===== src/rtl/ac_sequencer_if.sv =====
// Control bus between the accumulator-machine sequencer and its datapath.
// The sequencer drives the strobes; the datapath supplies opcode, flags and start.
interface ac_sequencer_if;
  logic       start;
  logic [3:0] opcode;
  logic       flag_c;
  logic       flag_z;
  logic       ir_load;
  logic       pc_inc;
  logic       pc_load;
  logic       ac_load;
  logic [1:0] mux_sel;
  logic       alu_sub;
  logic       mem_rd;
  logic       mem_wr;
  logic       halted;
  logic       illegal;
  logic [2:0] state;
  logic [7:0] retired;

  modport master (
    input  start, opcode, flag_c, flag_z,
    output ir_load, pc_inc, pc_load, ac_load, mux_sel, alu_sub,
           mem_rd, mem_wr, halted, illegal, state, retired
  );

  modport slave (
    output start, opcode, flag_c, flag_z,
    input  ir_load, pc_inc, pc_load, ac_load, mux_sel, alu_sub,
           mem_rd, mem_wr, halted, illegal, state, retired
  );
endinterface


===== src/rtl/ac_sequencer.sv =====
// Control sequencer for a 4-bit-opcode accumulator machine: FETCH/DECODE/MEM/EXEC/HALT.
// Define ILLEGAL_TRAP_EN to make illegal opcodes halt the machine and raise a sticky flag.
module ac_sequencer (
  input  logic          clk,
  input  logic          rst_n,
  ac_sequencer_if.master bus
);

  typedef enum logic [2:0] {
    S_IDLE   = 3'd0,
    S_FETCH  = 3'd1,
    S_DECODE = 3'd2,
    S_MEM    = 3'd3,
    S_EXEC   = 3'd4,
    S_HALT   = 3'd5
  } state_e;

  localparam logic [3:0] OP_NOP = 4'h0;
  localparam logic [3:0] OP_LDA = 4'h1;
  localparam logic [3:0] OP_STA = 4'h2;
  localparam logic [3:0] OP_ADD = 4'h3;
  localparam logic [3:0] OP_SUB = 4'h4;
  localparam logic [3:0] OP_IN  = 4'h5;
  localparam logic [3:0] OP_JMP = 4'h6;
  localparam logic [3:0] OP_JC  = 4'h7;
  localparam logic [3:0] OP_JZ  = 4'h8;
  localparam logic [3:0] OP_HLT = 4'hF;

  state_e     state_q, state_d;
  logic [7:0] retired_q, retired_d;

`ifdef ILLEGAL_TRAP_EN
  logic illegal_q, illegal_d;
`endif

  always_comb begin
    state_d   = state_q;
    retired_d = retired_q;
`ifdef ILLEGAL_TRAP_EN
    illegal_d = illegal_q;
`endif
    case (state_q)
      S_IDLE:   if (bus.start) state_d = S_FETCH;
      S_FETCH:  state_d = S_DECODE;
      S_DECODE: begin
        case (bus.opcode)
          OP_NOP: begin
            state_d   = S_FETCH;
            retired_d = retired_q + 8'd1;
          end
          OP_LDA, OP_STA, OP_ADD, OP_SUB: state_d = S_MEM;
          OP_IN, OP_JMP, OP_JC, OP_JZ:    state_d = S_EXEC;
          OP_HLT:                         state_d = S_HALT;
          default: begin
`ifdef ILLEGAL_TRAP_EN
            state_d   = S_HALT;
            illegal_d = 1'b1;
`else
            // Behaves as a NOP but is deliberately not counted as retired.
            state_d   = S_FETCH;
`endif
          end
        endcase
      end
      S_MEM, S_EXEC: begin
        state_d   = S_FETCH;
        retired_d = retired_q + 8'd1;
      end
      S_HALT:  state_d = S_HALT;
      default: state_d = S_IDLE;
    endcase
  end

  always_ff @(posedge clk) begin
    if (!rst_n) begin
      state_q   <= S_IDLE;
      retired_q <= 8'h00;
`ifdef ILLEGAL_TRAP_EN
      illegal_q <= 1'b0;
`endif
    end else begin
      state_q   <= state_d;
      retired_q <= retired_d;
`ifdef ILLEGAL_TRAP_EN
      illegal_q <= illegal_d;
`endif
    end
  end

  // Strobes decode from the current state, the held opcode and the live flags.
  logic       ir_load_s, pc_inc_s, pc_load_s, ac_load_s, alu_sub_s, mem_rd_s, mem_wr_s;
  logic [1:0] mux_sel_s;

  always_comb begin
    ir_load_s = 1'b0;
    pc_inc_s  = 1'b0;
    pc_load_s = 1'b0;
    ac_load_s = 1'b0;
    alu_sub_s = 1'b0;
    mem_rd_s  = 1'b0;
    mem_wr_s  = 1'b0;
    mux_sel_s = 2'b00;
    case (state_q)
      S_FETCH: begin
        mem_rd_s  = 1'b1;
        ir_load_s = 1'b1;
        pc_inc_s  = 1'b1;
      end
      S_MEM: begin
        case (bus.opcode)
          OP_LDA: begin
            mem_rd_s  = 1'b1;
            ac_load_s = 1'b1;
            mux_sel_s = 2'b10;
          end
          OP_ADD: begin
            mem_rd_s  = 1'b1;
            ac_load_s = 1'b1;
          end
          OP_SUB: begin
            mem_rd_s  = 1'b1;
            ac_load_s = 1'b1;
            alu_sub_s = 1'b1;
          end
          OP_STA:  mem_wr_s = 1'b1;
          default: ;
        endcase
      end
      S_EXEC: begin
        case (bus.opcode)
          OP_IN: begin
            ac_load_s = 1'b1;
            mux_sel_s = 2'b01;
          end
          OP_JMP:  pc_load_s = 1'b1;
          OP_JC:   pc_load_s = bus.flag_c;
          OP_JZ:   pc_load_s = bus.flag_z;
          default: ;
        endcase
      end
      default: ;
    endcase
  end

  assign bus.ir_load = ir_load_s;
  assign bus.pc_inc  = pc_inc_s;
  assign bus.pc_load = pc_load_s;
  assign bus.ac_load = ac_load_s;
  assign bus.mux_sel = mux_sel_s;
  assign bus.alu_sub = alu_sub_s;
  assign bus.mem_rd  = mem_rd_s;
  assign bus.mem_wr  = mem_wr_s;
  assign bus.halted  = (state_q == S_HALT);
  assign bus.state   = state_q;
  assign bus.retired = retired_q;

`ifdef ILLEGAL_TRAP_EN
  assign bus.illegal = illegal_q;
`else
  assign bus.illegal = 1'b0;
`endif

endmodule


===== src/flat_wrapper.sv =====
// flat-port wrapper written by rule: the top's interface ports become plain ports
module ac_sequencer_flat 
  (clk, rst_n, bus_start, bus_opcode, bus_flag_c, bus_flag_z, bus_ir_load, bus_pc_inc, bus_pc_load, bus_ac_load, bus_mux_sel, bus_alu_sub, bus_mem_rd, bus_mem_wr, bus_halted, bus_illegal, bus_state, bus_retired);
  ac_sequencer_if bus_i ();
  input  logic clk;
  input  logic rst_n;
  input wire logic [$bits(bus_i.start)-1:0] bus_start;
  input wire logic [$bits(bus_i.opcode)-1:0] bus_opcode;
  input wire logic [$bits(bus_i.flag_c)-1:0] bus_flag_c;
  input wire logic [$bits(bus_i.flag_z)-1:0] bus_flag_z;
  output wire logic [$bits(bus_i.ir_load)-1:0] bus_ir_load;
  output wire logic [$bits(bus_i.pc_inc)-1:0] bus_pc_inc;
  output wire logic [$bits(bus_i.pc_load)-1:0] bus_pc_load;
  output wire logic [$bits(bus_i.ac_load)-1:0] bus_ac_load;
  output wire logic [$bits(bus_i.mux_sel)-1:0] bus_mux_sel;
  output wire logic [$bits(bus_i.alu_sub)-1:0] bus_alu_sub;
  output wire logic [$bits(bus_i.mem_rd)-1:0] bus_mem_rd;
  output wire logic [$bits(bus_i.mem_wr)-1:0] bus_mem_wr;
  output wire logic [$bits(bus_i.halted)-1:0] bus_halted;
  output wire logic [$bits(bus_i.illegal)-1:0] bus_illegal;
  output wire logic [$bits(bus_i.state)-1:0] bus_state;
  output wire logic [$bits(bus_i.retired)-1:0] bus_retired;
  assign bus_i.start = bus_start;
  assign bus_i.opcode = bus_opcode;
  assign bus_i.flag_c = bus_flag_c;
  assign bus_i.flag_z = bus_flag_z;
  assign bus_ir_load = bus_i.ir_load;
  assign bus_pc_inc = bus_i.pc_inc;
  assign bus_pc_load = bus_i.pc_load;
  assign bus_ac_load = bus_i.ac_load;
  assign bus_mux_sel = bus_i.mux_sel;
  assign bus_alu_sub = bus_i.alu_sub;
  assign bus_mem_rd = bus_i.mem_rd;
  assign bus_mem_wr = bus_i.mem_wr;
  assign bus_halted = bus_i.halted;
  assign bus_illegal = bus_i.illegal;
  assign bus_state = bus_i.state;
  assign bus_retired = bus_i.retired;
  ac_sequencer u_core (.clk(clk), .rst_n(rst_n), .bus(bus_i));
endmodule

===== config.mk =====
export PLATFORM = sky130hd
export DESIGN_NAME = ac_sequencer_flat
export DESIGN_NICKNAME = d
export VERILOG_FILES = /design/src/rtl/ac_sequencer_if.sv /design/src/rtl/ac_sequencer.sv /design/src/flat_wrapper.sv
export SDC_FILE = /design/constraint.sdc
export NUM_CORES = 1
export LEC_CHECK = 0
export ABC_AREA = 1
export BUFFER_PORTS_ARGS = -buffer_cell sky130_fd_sc_hd__clkbuf_2
export CAP_MARGIN = 0
export CELL_PAD_IN_SITES_DETAIL_PLACEMENT = 1
export CELL_PAD_IN_SITES_GLOBAL_PLACEMENT = 1
export CORE_MARGIN = 3
export CORE_UTILIZATION = 32
export CTS_BUF_LIST = sky130_fd_sc_hd__clkbuf_4
export CTS_CLUSTER_DIAMETER = 30
export DETAILED_ROUTE_END_ITERATION = 8
export PLACE_DENSITY_LB_ADDON = 0.1
export SLEW_MARGIN = 40
export SYNTH_ARGS = -nofsm -noshare
export SYNTH_HDL_FRONTEND = slang
export SYNTH_SLANG_ARGS = --single-unit

===== constraint.sdc =====
create_clock -name clk -period 2.1 [get_ports clk]
set_input_delay 0.63 -clock clk [delete_from_list [all_inputs] [get_ports clk]]
set_output_delay 0.63 -clock clk [all_outputs]
set_load 0.005 [all_outputs]

After elaboration in Yosys (flattened, before gate mapping)
Index checks and enable logic that the tools add are counted.
{"block": "totals", "register_bits": 11, "inputBits": 9}
{"block": "op_classes", "add_sub_neg": 1, "muxes": 19, "eq_ne": 16, "reduce_logical": 8}
{"op": "$eq A4 B3 Y1 const B", "n": 4}
{"op": "$pmux W8 S2", "n": 1}
{"op": "$pmux W3 S5", "n": 1}
{"op": "$mux W1", "n": 9}
{"op": "$pmux W3 S3", "n": 1}
{"op": "$add A8 B1 Y8 const B", "n": 1}
{"op": "$eq A4 B2 Y1 const B", "n": 2}
{"op": "$eq A4 B4 Y1 const B", "n": 2}
{"op": "$mux W8", "n": 1}
{"op": "$reduce_or A4 Y1", "n": 2}
{"op": "$eq A3 B2 Y1 const B", "n": 2}
{"op": "$eq A3 B3 Y1 const B", "n": 2}
{"op": "$eq A4 B1 Y1 const B", "n": 1}
{"op": "$logic_not A4 Y1", "n": 1}
{"op": "$ne A2 B2 Y1 const B", "n": 2}
{"op": "$pmux W1 S2", "n": 2}
{"op": "$pmux W2 S2", "n": 1}
{"op": "$eq A3 B1 Y1 const B", "n": 1}
{"op": "$logic_not A3 Y1", "n": 1}
{"op": "$mux W3", "n": 1}
{"op": "$pmux W1 S3", "n": 1}
{"op": "$reduce_or A3 Y1", "n": 1}
{"op": "$mux W2", "n": 1}
{"op": "$reduce_and A2 Y1", "n": 1}
{"op": "other kinds (2)", "n": 2}

Longest topological paths before layout
Gate-level depths: netlist of run 1.
{"block": "depth", "depth_word": 4, "mapped_depth": 8, "depth_no_buf": 8}

Worst setup path after synthesis of run 1
No wires, ideal clock.
{"block": "synth_timing", "path_kind": "in2out", "start": "input port bus_opcode[3]", "end": "output port bus_ac_load", "slack_ns": 0.167, "path_stages": 6, "arrival_ns": 1.303, "required_time_ns": 1.470, "cell_sequence": "inv_1 > nand2_1 > nor2_1 > nor2_1 > or2_2 > o21ai_0"}
{"block": "synth_between", "elab_chain_len": 4, "elab_cells_between_ends": 8}
{"item": "from (decl)", "line": "flat_wrapper.sv:8", "text": "input wire logic [$bits(bus_i.opcode)-1:0] bus_opcode;"}
{"item": "$eq A4 B2 Y1 (tied with other cells)", "line": "ac_sequencer.sv:110", "text": "case (bus.opcode)"}
{"item": "$reduce_or A3 Y1 (no source line)"}
{"item": "$mux W1", "line": "ac_sequencer.sv:110"}
{"item": "$pmux W1 S2 *", "line": "ac_sequencer.sv:103", "text": "case (state_q)"}
{"item": "to (decl)", "line": "flat_wrapper.sv:14", "text": "output wire logic [$bits(bus_i.ac_load)-1:0] bus_ac_load;"}
Every way passes the cells marked *; elsewhere a longest branch is shown, timed or not.

Worst setup path after layout of run 1
{"block": "layout_timing", "start": "input port bus_opcode[0]", "end": "output port bus_pc_load"}
{"block": "layout_between", "elab_chain_len": 3, "elab_cells_between_ends": 5}
{"item": "$eq A4 B4 Y1 / $eq A4 B3 Y1 (equally long branches)", "line": "ac_sequencer.sv:130", "text": "case (bus.opcode)"}
{"item": "$pmux W1 S3 *", "line": "ac_sequencer.sv:130"}
{"item": "$mux W1 *", "line": "ac_sequencer.sv:103"}
{"item": "to (decl)", "line": "flat_wrapper.sv:13", "text": "output wire logic [$bits(bus_i.pc_load)-1:0] bus_pc_load;"}
Marks and branches as above.

==> results of run 1 <==
worst min-delay path, stage by stage, from the launching register on:
cell and delay (ns):
dfxtp_1 0.34, nand3_1 0.08, a21oi_1 0.06
power groups by stage:
stage	Combinational [mW]	Clock (mW)	Sequential (mW)
6_report	0.179	0.173	0.233
5_1_grt	0.195	0.184	0.235
4_1_cts	0.136	0.170	0.232
3_5_place_dp	0.118	0	0.237
3_3_place_gp	0.115	0	0.237
2_1_floorplan	0.0651	0	0.235
placed cells by master, fill, tap and decap left out, drive strengths merged:
master / netlist / routed
nand2: 39 / 39
clkbuf: 0 / 27
nor2: 24 / 24
conb: 1 / 1
or2: 1 / 1
ha: 1 / 1
nor3: 3 / 3
nand3: 14 / 14
nand4: 1 / 1
xor2: 2 / 2
xnor2: 1 / 1
clkinv: 1 / 1
a21oi: 10 / 10
buf: 2 / 28
o21ai: 5 / 5
o21bai: 1 / 1
dfxtp: 11 / 11
inv: 16 / 16
registers in the layout (all words and copies together), names as in the netlist:
register / count
u_core.bus.state: 3
u_core.bus.retired: 8
how the worst max path moves through the flow:
stage,from,cells after the start,endpoint
6_report,bus_opcode[0],10,bus_pc_load
5_1_grt,bus_opcode[0],10,bus_pc_load
4_1_cts,bus_opcode[3],10,bus_pc_load
3_5_place_dp,bus_opcode[0],10,bus_pc_load
3_3_place_gp,bus_opcode[0],10,bus_pc_load
2_1_floorplan,bus_opcode[3],6,bus_ac_load
metrics by stage:
stage          power (mW)  worst slack (ns)  utilization
2_1_floorplan       0.301             0.167            -
3_3_place_gp        0.351           -0.0506        0.457
3_5_place_dp        0.355            -0.119        0.457
4_1_cts             0.538           0.00413        0.505
5_1_grt             0.614            -0.118        0.582
6_report            0.585           -0.0565        0.582
logic make-up after synthesis:
| logic type | count (synthesis) | share of synthesized area |
|---|---|---|
| and+or+nand+nor | 82 | 0.461 |
| other | 1 | 0.00473 |
| AOI/OAI and AO/OA | 16 | 0.104 |
| DFF | 11 | 0.278 |
| buffers and inverters | 19 | 0.103 |
| adders and majority gates | 1 | 0.0158 |
| xor gates and xnor gates | 3 | 0.0332 |
timing repair:
action                     CTS  global route
pin swaps                    3            11
buffers inserted             9             3
hold endpoints to repair     0             0
setup endpoints to repair    3             5
gates resized for setup      9            49
hold buffers                 0             0
cell type report:
cell class,instances,share of cell area
Timing Repair Buffer,51,0.274
Sequential cell,11,0.167
Tap cell,28,0.0265
Multi-Input combinational cell,103,0.446
Inverter,17,0.0633
Clock buffer,4,0.0227
metal layers:
layer  track usage  share of wire  up-vias
met5             0              0        -
met4        0.0417          0.029        0
met3        0.0603          0.065       10
met2         0.370           0.54       44
met1         0.237           0.37      520
li1              -              -      523
==> metrics.md, run 1 <==
| Metric | Value |
|---|---|
| Status | finished, violations left |
| Failing checks | negative setup slack |
| Placed cell areas | 1040 µm² |
| RSZ-0062 raised after global routing | yes |
| PortBufs | 29 |
| Flop pwr share | 0.398 |
| Reg2reg end | u_core.bus.retired[1]$_SDFFE_PN0P_ |
| Final clock skew | 0.0137 ns |
| Drt wl/cell | between 15 and 20 µm |
| CP Buf/Inv Count | 5 |
| Startpoint Class | primary input |
| Critical path cell sequence | buf_8 -> inv_6 -> nand2_4 -> buf_6 -> nor2_4 -> nand2_1 -> nand2_1 -> o21bai_1 -> inv_1 -> buf_2 |
| Leakage | around 0.64 nW |
| Synth cell types | 24 |
| Mapped cell area | 792 µm² |
| Via/cell ratio | 5.13 |
| Internal power | 388 µW |
| NetSw | 197 µW |
| Worst skew pair latency | ~0.29 ns |
| Worst Hold Path EP | u_core.bus.retired[7]$_SDFFE_PN0P_ |
| Worst VDD drop | between 0.0003 and 0.0004 V |
| R2R depth | 7 |
| Worst Path Max Fanout | 3 |
| Synth area leader | dfxtp_1 |
| Hold path startpoint | u_core.bus.retired[7]$_SDFFE_PN0P_ |
| Syn Nets | ~140 |
| First-pass GRT wire length | just over 5 mm |
| Gr usage total | 0.205 |
| Synth top area share | 0.278 |
| Crit-path leading delay family | buffers and inverters |
| Post-synth top flop | dfxtp_1 |
| Final instance area | 1320 µm² |
| Die area | 3110 µm² |
| Gate Count Post-Synth | ~130 |
| TritonCTS Buffers | 3 |
| Worst setup margin | -0.0565 ns |
| Initial antenna violation count | 0 |
| Pwr/cell area | 442 nW/µm² |
| R2r setup slk | 0.73 ns |
| Worst reg2reg startpoint | u_core.bus.state[1]$_SDFFE_PN0P_ |
| DRC | 0 |
| Num rows | 17 |
| DRT Pass-1 Iters | 4 |
| Number of fill cells in the layout | 306 |
| Fin Setup TNS | -0.109 ns |
| CTS clock-pin slew for the worst setup and hold paths | 0.09 ns |
| Htree depth | 1 |
| Share of cells above drive strength 1 | 0.468 |
| Finished Layout Cells | around 210 |
| CP arrival | 1.53 ns |
| Setup Viol. Count Final | 3 |
| Final Wtd Congestion | 0.771 |
| Post-synth EDFFs | 0 |
| Dpl cells | 199 |
| ANT cells | 0 |
| Most common library cells after synthesis | nand2_1, nor2_1, nand3_1, inv_1, dfxtp_1 |
| Avg Inst Size Synth | 5.95 µm² |
| Hold path cells | 2 |
| Net Sw Frac | 0.337 |
| Final Hold Viols | 0 |
| Vias in the first global route | between 1000 and 1500 |
| Antenna-violating nets left | 0 |
| Synth top area cells | dfxtp_1, nand2_1, nor2_1 |
| Worst EP required | 1.47 ns |
| Area delta synth->final | 67.1% |
| Post-synthesis sequential area ratio | 0.278 |
| Fin crit period | 2.16 ns |
| CP Capture Type | primary output |
| Combinational share of power | 0.306 |
| Top cell by count, worst path | nand2_1 |
| GRT overflow | 0 |
| Chip Height | 55.8 µm |
| Longest Clk Path Bufs | 2 |
| Pin count of the biggest net entering global routing | 10 |
| Yosys reg bits | 11 |
| # IOs | 31 |
| Post-route clock period utilization | 1.03 |
| Asr flop ratio synth | 0 |
| Area of the multi-input gates | 591 µm² |
| Initial DRC count | 20 |
| CTS tree | built |
| Hold crit path type | flip-flop to flip-flop |
| DR vias | 1097 |
| MaxCap Viol Count | 0 |
| Final slew viol count | 0 |
| Critical path class | primary input to primary output |
| CORE AREA | 2280 µm² |
| Most frequent cell after synthesis | nand2_1 |
| Largest stage delay on the critical path | 0.14 ns |
| CTS Root Cell | clkbuf_4 |
| Slowest-stage cell, CP | nor2_4 |
| Hold WS | 0.530 ns |
| Clock power share | 0.296 |
| Hpwl dp | 2.07 mm |
| DRT Wirelength | approximately 3.4 mm |
| Initial Utilization | 0.348 |
| Yosys Warn Count | 0 |
| Clock Sinks | 11 |
| Fmax | between 400 and 500 MHz |
| DIE WIDTH | 55.8 µm |
| Nets | approximately 200 |
| Total area of sequential cells | 221 µm² |
Note: power is estimated with default switching activity, not from simulation.
==> inputs of run 2 (changes only) <==
Settings changed: ABC_AREA 1 to unset, CORE_UTILIZATION 32 to 31.
Clock period 2.1 ns to 1.9 ns, I/O delays scaled along.
==> run 2 against run 1 <==
  * The flow still finishes with violations (negative setup slack)
  * Wire length shrank 25%
  * Area after synthesis shrank 5.7%
  * Non-clock buffer count shrank 1
  * Via count shrank 20%
  * Cell area shrank 10%
  * Combinational power shrank 21%
  * Worst setup slack lost 0.11 ns
  * Flip-flop and latch count is the same
  * Sequential power grew 3%
  * Clock power grew 5%
  * Sequential share of layout area grew 2.0 points
  * Synthesized cell count shrank 29%
  * Largest cell class unchanged
  * Largest power group unchanged
  * Highest routed layer unchanged
==> metrics.md, run 2 <==
| Metric | Value |
|---|---|
| Startpoint Class | flip-flop |
| Hold WS | 0.489 ns (-0.0406 ns) |
| Final Wtd Congestion | 0.774 (+0.35%) |
| Antenna-violating nets left | 0 (unchanged) |
| CORE AREA | 2250 µm² (-0.93%) |
| Final Hold Viols | 0 (unchanged) |
| Area of the multi-input gates | 541 µm² (-8.5%) |
| Fin util | 0.528 (-0.0539) |
| Synth area leader | dfxtp_1 |
| Yosys reg bits | 11 (unchanged) |
| TritonCTS Buffers | 3 (unchanged) |
| Yosys Warn Count | 0 (unchanged) |
| Number of fill cells in the layout | 293 (-4.2%) |
| Worst EP required | 1.33 ns (-0.14 ns) |
| # IOs | 31 (unchanged) |
| Initial DRC count | 9 (-55%) |
| Dpl ws | -0.184 ns (-0.0647 ns) |
| Finished Layout Cells | 170 (-21%) |
| Nets | 153 (-22%) |
| Post-synth EDFFs | 0 (unchanged) |
| PortBufs | 29 (unchanged) |
| Most frequent cell after synthesis | dfxtp_1 |
| Fin Setup TNS | -0.632 ns (-0.523 ns) |
| Hpwl dp | 1.83 mm (-12%) |
| Initial antenna violation count | 0 (unchanged) |
| Worst skew pair latency | 0.27 ns (-0.02 ns) |
| Tot Pwr | 565 µW (-3.5%) |
| Synth top area cells | dfxtp_1, a21oi_1, o21ai_0 |
| CTS tree | built |
| Synth top area share | 0.295 (+0.0168) |
| First-pass GRT wire length | 3.86 mm (-24%) |
| Gr usage total | 0.182 (-0.0226) |
| Commonest non-fill, non-tap cells in the layout | clkbuf_2, buf_4, dfxtp_1 |
| CTS clock-pin slew for the worst setup and hold paths | 0.07 ns (-0.02 ns) |
| Setup Viol. Count Final | 7 (+4) |
| Clock Sinks | 11 (unchanged) |
| Final slew viol count | 0 (unchanged) |
| CP Capture Type | primary output |
| Post-synth top flop | dfxtp_1 |
| Synth cell types | 38 (+58%) |
| Syn Nets | 104 (-27%) |
| DIE WIDTH | 55.1 µm (-1.2%) |
| RSZ-0062 raised after global routing | yes |
| Chip Height | 55.1 µm (-1.2%) |
| Asr flop ratio synth | 0 (unchanged) |
| ANT cells | 0 (unchanged) |
| Max FFs per register | 8 (unchanged) |
| Gate Count Post-Synth | 94 (-29%) |
| Longest Clk Path Bufs | 2 (unchanged) |
| Total area of sequential cells | 223 µm² (+0.57%) |
| DRT Pass-1 Iters | 4 (unchanged) |
| Drt wl/cell | 15.0 µm (-5.3%) |
| CP arrival | 1.50 ns (-0.03 ns) |
| CTS Root Cell | clkbuf_4 |
| Status | finished, violations left |
| Avg Inst Size Synth | 7.95 µm² (+33%) |
| DRT Wirelength | 2.55 mm (-25%) |
| Post-route clock period utilization | 1.09 |
| Htree depth | 1 (unchanged) |
| Vias in the first global route | 860 (-23%) |
| Area delta synth->final | 59.3% |
| Worst setup margin | -0.168 ns (-0.111 ns) |
| Leakage | 0.524 nW (-18%) |
| Via/cell ratio | 5.19 (+1.3%) |
| Critical path class | flip-flop to primary output |
| Final clock skew | 0.000310 ns (-0.0134 ns) |
| Mapped cell area | 747 µm² (-5.7%) |
| Die area | 3030 µm² (-2.4%) |
| DRC | 0 (unchanged) |
| Fin crit period | 2.07 ns |
| Pin count of the biggest net entering global routing | 12 (+2) |
| Hold crit path type | flip-flop to flip-flop |
| GRT overflow | 0 (unchanged) |
| MaxCap Viol Count | 0 (unchanged) |
| Initial Utilization | 0.331 (-0.0167) |
| Worst Path Max Fanout | 3 (unchanged) |
| Dpl cells | 161 (-19%) |
| Commonest non-fill, non-tap cell in the layout | clkbuf_2 |
| Failing checks | negative setup slack |
| Placed cell areas | 1010 µm² (-2.4%) |
| Pwr/cell area | 474 nW/µm² (+7.4%) |
| Final instance area | 1190 µm² (-10%) |
| Share of cells above drive strength 1 | 0.521 (+0.0534) |
| Num rows | 17 (unchanged) |
| Worst VDD drop | 0.000412 V (+34%) |
| DR vias | 883 (-20%) |
| Fmax | 484 MHz |
| Post-synthesis sequential area ratio | 0.295 (+0.0168) |
| Most common library cells after synthesis | dfxtp_1, nor2_1, a21oi_1, o21ai_0, inv_1 |
## run 2: changes by cell type in the layout (fill, tap and decap cells not counted), sizes merged, moves of 2 or more
cell    previous run  this run
nand2b             0         5
buf               28        25
nor2              24         9
a21oi             10         7
clkbuf            27        29
nand4              1         3
nand3             14         2
o21ai              5         7
or3                0         7
inv               16         6
mux2i              0         3
nand2             39         3
nor4               0         2
## run 2: metal layers
metal | part of all wire | GRT usage | vias to the layer above
li1 | - | - | 437
met1 | 0.42 | 0.197 | 415
met2 | 0.51 | 0.339 | 23
met3 | 0.042 | 0.0402 | 8
met4 | 0.024 | 0.0729 | 0
met5 | 0 | 0 | -
## run 2: critical path, cell delays in order (launching register included)
cell and delay (ns):
dfxtp_2 0.34, or3b_4 0.41, mux2i_1 0.16, a31oi_1 0.11
nor2_1 0.09, buf_2 0.12
## run 2: cell families after synthesis
logic type,count (synthesis),synth area share
flops,11,0.295
mux,3,0.0402
xor+xnor,1,0.0117
buf+inv,13,0.100
simple gates,39,0.300
fa+ha+maj,2,0.0301
other cells,1,0.00502
compound gates,24,0.218
## run 2: worst paths after layout
path	from	endpoint	slack (ns)	cells past startpoint
max	u_core.bus.state[1]$_SDFFE_PN0P_	bus_ac_load	-0.17	5
min	u_core.bus.retired[5]$_SDFFE_PN0P_	u_core.bus.retired[5]$_SDFFE_PN0P_	0.49	2
max reg2reg	u_core.bus.state[2]$_SDFFE_PN0P_	u_core.bus.retired[2]$_SDFFE_PN0P_	0.25	6
min reg2reg	u_core.bus.retired[5]$_SDFFE_PN0P_	u_core.bus.retired[5]$_SDFFE_PN0P_	0.49	2
## run 2: power breakdown
part	leakage [nW]	total, mW	switching (mW)	internal [mW]
Sequential	0.0899	0.241	0.00511	0.236
Clock	0.0184	0.182	0.0861	0.0957
Combinational	0.416	0.142	0.0699	0.0720
Total	0.524	0.565	0.161	0.403
## run 2: area by class of cell
cell class                 count  area share
clock buffer                   4      0.0252
inverter                       7      0.0221
multi-input combinational     70       0.454
sequential                    11       0.187
tap                           28      0.0294
timing repair buffer          50       0.282
## run 2: what timing repair did
| item | in CTS | in global routing |
|---|---|---|
| hold buffers | 0 | 0 |
| endpoints found under the setup margin | 7 | 11 |
| pin swaps | 1 | 3 |
| resized for setup | 18 | 10 |
| buffers inserted | 3 | 2 |
